===== config.mk =====
export PLATFORM = sky130hd
export DESIGN_NAME = pipe_cla_addsub
export DESIGN_NICKNAME = d
export VERILOG_FILES = /design/src/rtl/pipe_cla_addsub.sv
export SDC_FILE = /design/constraint.sdc
export NUM_CORES = 1
export LEC_CHECK = 0
export ABC_AREA = 1
export BUFFER_PORTS_ARGS = -buffer_cell sky130_fd_sc_hd__buf_4
export CAP_MARGIN = 40
export CORE_ASPECT_RATIO = 1.4
export CORE_MARGIN = 1
export CORE_UTILIZATION = 55
export DETAILED_ROUTE_END_ITERATION = 16
export HOLD_SLACK_MARGIN = 0.08
export PLACE_DENSITY = 0.77
export SLEW_MARGIN = 20
export SYNTH_ARGS = -nofsm -noshare
export SYNTH_HDL_FRONTEND = slang
export SYNTH_SLANG_ARGS = --single-unit

===== constraint.sdc =====
create_clock -name clk -period 2.32 [get_ports clk]
set_input_delay 0.116 -clock clk [delete_from_list [all_inputs] [get_ports clk]]
set_output_delay 0.116 -clock clk [all_outputs]
set_load 0.01 [all_outputs]

===== src/rtl/pipe_cla_addsub.sv =====
// Pipelined carry-lookahead adder/subtractor: STAGES slices of WIDTH/STAGES bits, one slice per stage.
// Define SATURATE_EN to clamp signed overflow in the final stage; otherwise the sum wraps.
module pipe_cla_addsub #(
  parameter int WIDTH  = 16,
  parameter int STAGES = 4
) (
  input  logic             clk,
  input  logic             rst,
  input  logic             in_valid,
  output logic             in_ready,
  input  logic [WIDTH-1:0] a,
  input  logic [WIDTH-1:0] b,
  input  logic             cin,
  input  logic             sub,
  output logic             out_valid,
  input  logic             out_ready,
  output logic [WIDTH-1:0] sum,
  output logic             cout,
  output logic             ovf,
  output logic             zero
);

  localparam int SW = WIDTH / STAGES;

  // Returns {carry out, carry into MSB, sum} of one slice; each carry is a flat sum of products.
  // NOTE: blocking assignments here build combinational values; only clocked state uses <=.
  function automatic logic [SW+1:0] cla_slice(input logic [SW-1:0] x, input logic [SW-1:0] y,
                                               input logic ci);
    logic [SW-1:0] g, p;
    logic [SW:0]   c;
    logic          acc, pp;
    g    = x & y;
    p    = x ^ y;
    c[0] = ci;
    for (int i = 0; i < SW; i++) begin
      acc = g[i];
      pp  = p[i];
      for (int j = i - 1; j >= 0; j--) begin
        acc = acc | (pp & g[j]);
        pp  = pp & p[j];
      end
      c[i+1] = acc | (pp & ci);
    end
    return {c[SW], c[SW-1], p ^ c[SW-1:0]};
  endfunction

  logic [STAGES-1:0] r_vld;
  logic [WIDTH-1:0]  r_a   [STAGES];
  logic [WIDTH-1:0]  r_b   [STAGES];
  logic [WIDTH-1:0]  r_res [STAGES];
  logic              r_c   [STAGES];
  logic [WIDTH-1:0]  r_sum;
  logic              r_cout, r_ovf, r_zero;

  logic [WIDTH-1:0]  w_a    [STAGES];
  logic [WIDTH-1:0]  w_b    [STAGES];
  logic [WIDTH-1:0]  w_rin  [STAGES];
  logic [WIDTH-1:0]  w_rout [STAGES];
  logic              w_cin  [STAGES];
  logic [SW+1:0]     w_sl   [STAGES];
  logic [STAGES-1:0] w_vin;
  logic              w_adv;

  assign out_valid = r_vld[STAGES-1];
  assign w_adv     = ~(out_valid & ~out_ready);
  assign in_ready  = w_adv;

  for (genvar k = 0; k < STAGES; k++) begin : g_stage
    localparam logic [WIDTH-1:0] MASK = WIDTH'({SW{1'b1}}) << (k * SW);
    if (k == 0) begin : g_first
      assign w_a[k]   = a;
      assign w_b[k]   = sub ? ~b : b;
      assign w_cin[k] = sub | cin;
      assign w_rin[k] = '0;
      assign w_vin[k] = in_valid;
    end else begin : g_next
      assign w_a[k]   = r_a[k-1];
      assign w_b[k]   = r_b[k-1];
      assign w_cin[k] = r_c[k-1];
      assign w_rin[k] = r_res[k-1];
      assign w_vin[k] = r_vld[k-1];
    end
    assign w_sl[k]   = cla_slice(w_a[k][k*SW +: SW], w_b[k][k*SW +: SW], w_cin[k]);
    assign w_rout[k] = (w_rin[k] & ~MASK) | (WIDTH'(w_sl[k][SW-1:0]) << (k * SW));
  end

  logic             w_fcout, w_fovf, w_fzero;
  logic [WIDTH-1:0] w_fsum;

  assign w_fcout = w_sl[STAGES-1][SW+1];
  assign w_fovf  = w_sl[STAGES-1][SW+1] ^ w_sl[STAGES-1][SW];
`ifdef SATURATE_EN
  // Carry out distinguishes the direction: set means two negatives overflowed.
  always_comb begin
    w_fsum = w_rout[STAGES-1];
    if (w_fovf) w_fsum = {w_fcout, {(WIDTH-1){~w_fcout}}};
  end
`else
  assign w_fsum = w_rout[STAGES-1];
`endif
  assign w_fzero = (w_fsum == '0);

  always_ff @(posedge clk) begin
    if (rst) r_vld <= '0;
    else if (w_adv) r_vld <= w_vin;
  end

  // NOTE: intermediate datapath registers carry no reset; their valid bits qualify them.
  always_ff @(posedge clk) begin
    if (w_adv) begin
      for (int k = 0; k < STAGES; k++) begin
        r_a[k]   <= w_a[k];
        r_b[k]   <= w_b[k];
        r_res[k] <= w_rout[k];
        r_c[k]   <= w_sl[k][SW+1];
      end
    end
  end

  // Result and flags load only with a valid op, so they hold across bubbles.
  always_ff @(posedge clk) begin
    if (rst) begin
      r_sum  <= '0;
      r_cout <= 1'b0;
      r_ovf  <= 1'b0;
      r_zero <= 1'b0;
    end else if (w_adv && w_vin[STAGES-1]) begin
      r_sum  <= w_fsum;
      r_cout <= w_fcout;
      r_ovf  <= w_fovf;
      r_zero <= w_fzero;
    end
  end

  assign sum  = r_sum;
  assign cout = r_cout;
  assign ovf  = r_ovf;
  assign zero = r_zero;

endmodule


* After elaboration in Yosys (flattened, before gate mapping)
Memories as Yosys holds them, arrays and structs flattened. Index checks and enable logic that the tools add are counted.
Operators by class: bitwise operators 125, reductions and logical operators 2, multiplexer cells 2
Operators with widths (count):
- AND 1 bit | 65
- bitwise OR 1 bit | 41
- bitwise XOR 4 bit | 8
- AND 4 bit | 4
- logical NOT 16 bit | 1
- 2-to-1 mux 16 bit | 1
- inverter 16 bit | 1
- bitwise OR 12 x 16 -> 16 bit | 1
- bitwise OR 16 x 12 -> 16 bit | 1
- bitwise OR 16 x 8 -> 16 bit | 1
- inverter 1 bit | 2
- logical AND 1 bit | 1
- 2-to-1 mux 1 bit | 1
- bitwise XOR 1 bit | 1
Storage, ports and cells: logic and storage cells 138, register bits 23, bits in writable memories 196, input port bits 38, memories 4, output and inout bits 21
Memory list:
- r_a | depth 4, bits a word 16, read ports 3, clocked after Yosys merged registers in 0, write ports 4, line 48 | logic [WIDTH-1:0] r_a [STAGES];
- r_b | depth 4, bits a word 16, read ports 3, clocked after Yosys merged registers in 0, write ports 4, line 49 | logic [WIDTH-1:0] r_b [STAGES];
- r_res | depth 4, bits a word 16, read ports 3, clocked after Yosys merged registers in 0, write ports 4, line 50 | logic [WIDTH-1:0] r_res [STAGES];
- r_c | depth 4, bits a word 1, read ports 3, clocked after Yosys merged registers in 0, write ports 4, line 51 | logic r_c [STAGES];

* Logic depth before layout (Yosys ltp)
An unclocked memory read counts as a cell.
depth after elaboration 9, depth in mapped cells 10, mapped depth without buffers 10

* Worst setup path before layout
OpenSTA, ideal clock, no wires.
path type reg2reg, from reg r_vld[3], to reg r_sum[12], in the netlist sum[12], path slack 0.716 ns, path buffers 1, setup time 0.119 ns, data arrival time 1.484 ns, cell stages (with the launch flop) 7, cells stage by stage dfxtp_1 -> nand2_4 -> nand2_4 -> inv_2 -> buf_4 -> o21ai_0 -> a21oi_1
Between the ends: longest elaborated chain between the ends 3
Ends and longest elaborated chain:
- start, declared | line 47 | logic [STAGES-1:0] r_vld;
- start signal, assigned | line 105 | else if (w_adv) r_vld <= w_vin;
- AND 1 bit | line 65 | assign w_adv = ~(out_valid & ~out_ready);
- inverter 1 bit | line 65
- net in_ready | line 10 | output logic in_ready,
- logical AND 1 bit | line 127 | end else if (w_adv && w_vin[STAGES-1]) begin
- end signal, assigned | line 128 | r_sum <= w_fsum;
- end, declared | line 52 | logic [WIDTH-1:0] r_sum;
The timed path passes the listed nets, and every way through them passes these cells. A chain may end at the register's enable or synchronous reset.

==> results.sh <==
export IMPL_cts_root_buffer="clkbuf_8"
export IMPL_synth_largest_area_cell="edfxtp_1"
export IMPL_cts_setup_buffers=0
export IMPL_p_leak_nw=2.14
export IMPL_antenna_cells=0
export IMPL_synthTopCellsByArea="edfxtp_1, dfxtp_1, xor2_1"
export IMPL_portBuffers=58
export IMPL_cts_max_level=3
export IMPL_clockBufferDepth=2
export IMPL_maxSlewHeadroom=0.701
export IMPL_grt_first_pass_wirelength_mm=8.87
export IMPL_finClkSkew_ns=0.0107
export IMPL_crit_type="reg2reg"
export IMPL_ys_types=28
export IMPL_syn_area_per_cell_um2=13.5
export IMPL_cpPeakStageDelay_ns=0.50
export IMPL_insertion_delay_ns=0.36
export IMPL_cp_required_ns=2.62
export IMPL_cp_max_fo=3
export IMPL_crit_slowest_cell="fa_1"
export IMPL_ios=59
export IMPL_tritoncts="yes"
export IMPL_die_h_um=102
export IMPL_grt_pass1_vias=2191
export IMPL_setup_viol=0
export IMPL_worst_r2r_cell_count=10
export IMPL_yosysTopAreaCellShare=0.573
export IMPL_cp_end_kind="register"
export IMPL_rsz0062_at_grt="no"
export IMPL_initial_utilization=0.566
export IMPL_status="complete, no violations"
export IMPL_drt_iter0_markers=99
export IMPL_clk_pin_slew_ns=0.09
export IMPL_grt_max_degree=81
export IMPL_gp_congestion=0.715
export IMPL_crit_arrival_ns=1.95
export IMPL_final_cells=479
export IMPL_hold_path_class="in2reg"
export IMPL_antenna_found_initial=0
export IMPL_max_vdd_ir_drop_mv=0.406
export IMPL_slew_viol_final=0
export IMPL_syn_cell_area_um2=3930
export IMPL_drive_gt1_frac=0.234
export IMPL_maxCapViolCount=0
export IMPL_worstMarginPinSlew_ns=0.449
export IMPL_synth_cells=290
export IMPL_cp_start_kind="register"
export IMPL_syn_num_nets=348
export IMPL_finalSetupTns_ns=0
export IMPL_fmax_mhz=604
export IMPL_grt_overflow=0
export IMPL_num_rows=36
export IMPL_die_w_um=73.4
export IMPL_drt_wl_total_mm=5.52
export IMPL_period_minus_slack_ns=1.65
export IMPL_cp_cell_sequence="inv_1, fa_1, inv_1, nor2_1, nand2_1, nor2_1, nand3_1, nor2_2, nand2_1, a21oi_2"
export IMPL_post_drt_wl_per_cell_um=11.5
export IMPL_fin_crit_sh=0.713
export IMPL_min_path_cells=3
export IMPL_timing_final_ws_setup_ns=0.666
export IMPL_ys_warn_count=0
export IMPL_hold_violations=0
export IMPL_ctsResizeCount=0
export IMPL_drc=0
export IMPL_final_nets=438
export IMPL_dpl_hpwl_mm=3.63
export IMPL_dp_cells=438
export IMPL_place_worst_setup_slack_ns=0.686
export IMPL_powerDensity_nw_per_um2=789
export IMPL_cts_sinks=98
export IMPL_numCtsBuffers=9
export IMPL_core_area_um2=6940
export IMPL_antenna_left=0
export IMPL_die_area_um2=7490
export IMPL_ys_seq_area_frac=0.690
export IMPL_via_count=2306
export IMPL_grt_use_total=0.162
export IMPL_synthToLayoutAreaGrowth_pct=25.2
export IMPL_avgViaCountPerCell=4.81
export IMPL_ys_ff_latch=98
export IMPL_drt_pass1_iterations=4
export IMPL_ctsHoldBuffers=26
final timing paths:
kind               start           to  slack [ns]
min reg2reg  r_res[0][1]  r_res[1][1]        0.42
min                 a[3]       r_c[0]        0.17
max               r_c[2]         zero        0.67
max reg2reg       r_c[2]         zero        0.67
sequential cells by signal, summed over array words and instances (netlist names):
signal  cells
r_a        24
ovf         1
sum        16
r_b        24
cout        1
r_vld       4
r_c         3
zero        1
r_res      24
routing by layer:
layer	routed length [um]	GRT usage	up-vias
li1	-	-	1167
met1	2140	0.159	1063
met2	2960	0.296	66
met3	257	0.0542	10
met4	157	0.0873	0
met5	0	0	-
worst max-delay path: cells and delay by family (launching register included):
kind                       cells  cell delay, ns
DFF                            1            0.41
adders and majority gates      1            0.50
and+or+nand+nor                6            0.47
AOI/OAI and AO/OA              1            0.10
buffers and inverters          2            0.11
cells in the final DEF, fill, tap and decap left out, types with 4 or more instances in the layout:
master	Yosys	layout
a21oi_1	10	10
a21o_1	5	5
fa_1	4	4
inv_6	0	4
xor2_1	23	23
inv_1	26	26
dlygate4sd3_1	0	26
nor2_1	34	34
ha_1	16	16
edfxtp_1	75	75
nand3_1	10	10
dfxtp_1	23	23
buf_4	2	58
o21ai_0	19	19
clkbuf_8	0	9
nand2_2	5	5
nand2_1	18	18
metrics by stage:
step	utilization	instance area (um^2)	power [mW]	hold WS [ns]
4_1_cts	0.709	4920	3.93	0.152
3_5_place_dp	0.643	4460	2.82	0.295
6_report	0.709	4920	3.88	0.165
2_1_floorplan	-	3930	2.64	0.178
3_3_place_gp	0.643	4460	2.78	0.294
5_1_grt	0.709	4920	4.08	0.167
cell type report:
| cell class | count | area (um^2) |
|---|---|---|
| clock buffer | 9 | 124 |
| clock inverter | 6 | 72.6 |
| fill | 502 | 2020 |
| inverter | 29 | 111 |
| multi-input combinational | 157 | 1060 |
| sequential | 98 | 2710 |
| tap | 95 | 119 |
| timing repair buffer | 85 | 716 |
power breakdown:
part	leakage [nW]	switching, mW	internal (mW)
logic	1.06	0.269	0.250
registers	0.980	0.0927	2.19
clock network	0.0971	0.570	0.507
total	2.14	0.931	2.95
cells by family after synthesis:
group / synth area share
compound gates: 0.0599
xor+xnor: 0.0557
fa+ha+maj: 0.0713
buf+inv: 0.0389
flops: 0.690
simple gates: 0.0838
synth_stat cells:
master     n
a21oi_4    1
o21bai_1   1
nor2_2     2
buf_4      2
xor2_1    23
a31oi_1    1
clkbuf_2   1
dfxtp_1   23
o21ai_1    1
a21oi_1   10
o21ai_0   19
xnor2_1    2
fa_1       4
inv_2      2
buf_2      2
inv_1     26
a21o_1     5
inv_4      1
nand3_1   10
nand2_1   18
nand3_4    1
ha_1      16
a21oi_2    2
edfxtp_1  75
buf_6      1
nor2_1    34
nand2_2    5
nand2_4    2
No activity file was read; power rests on OpenSTA's default activity.
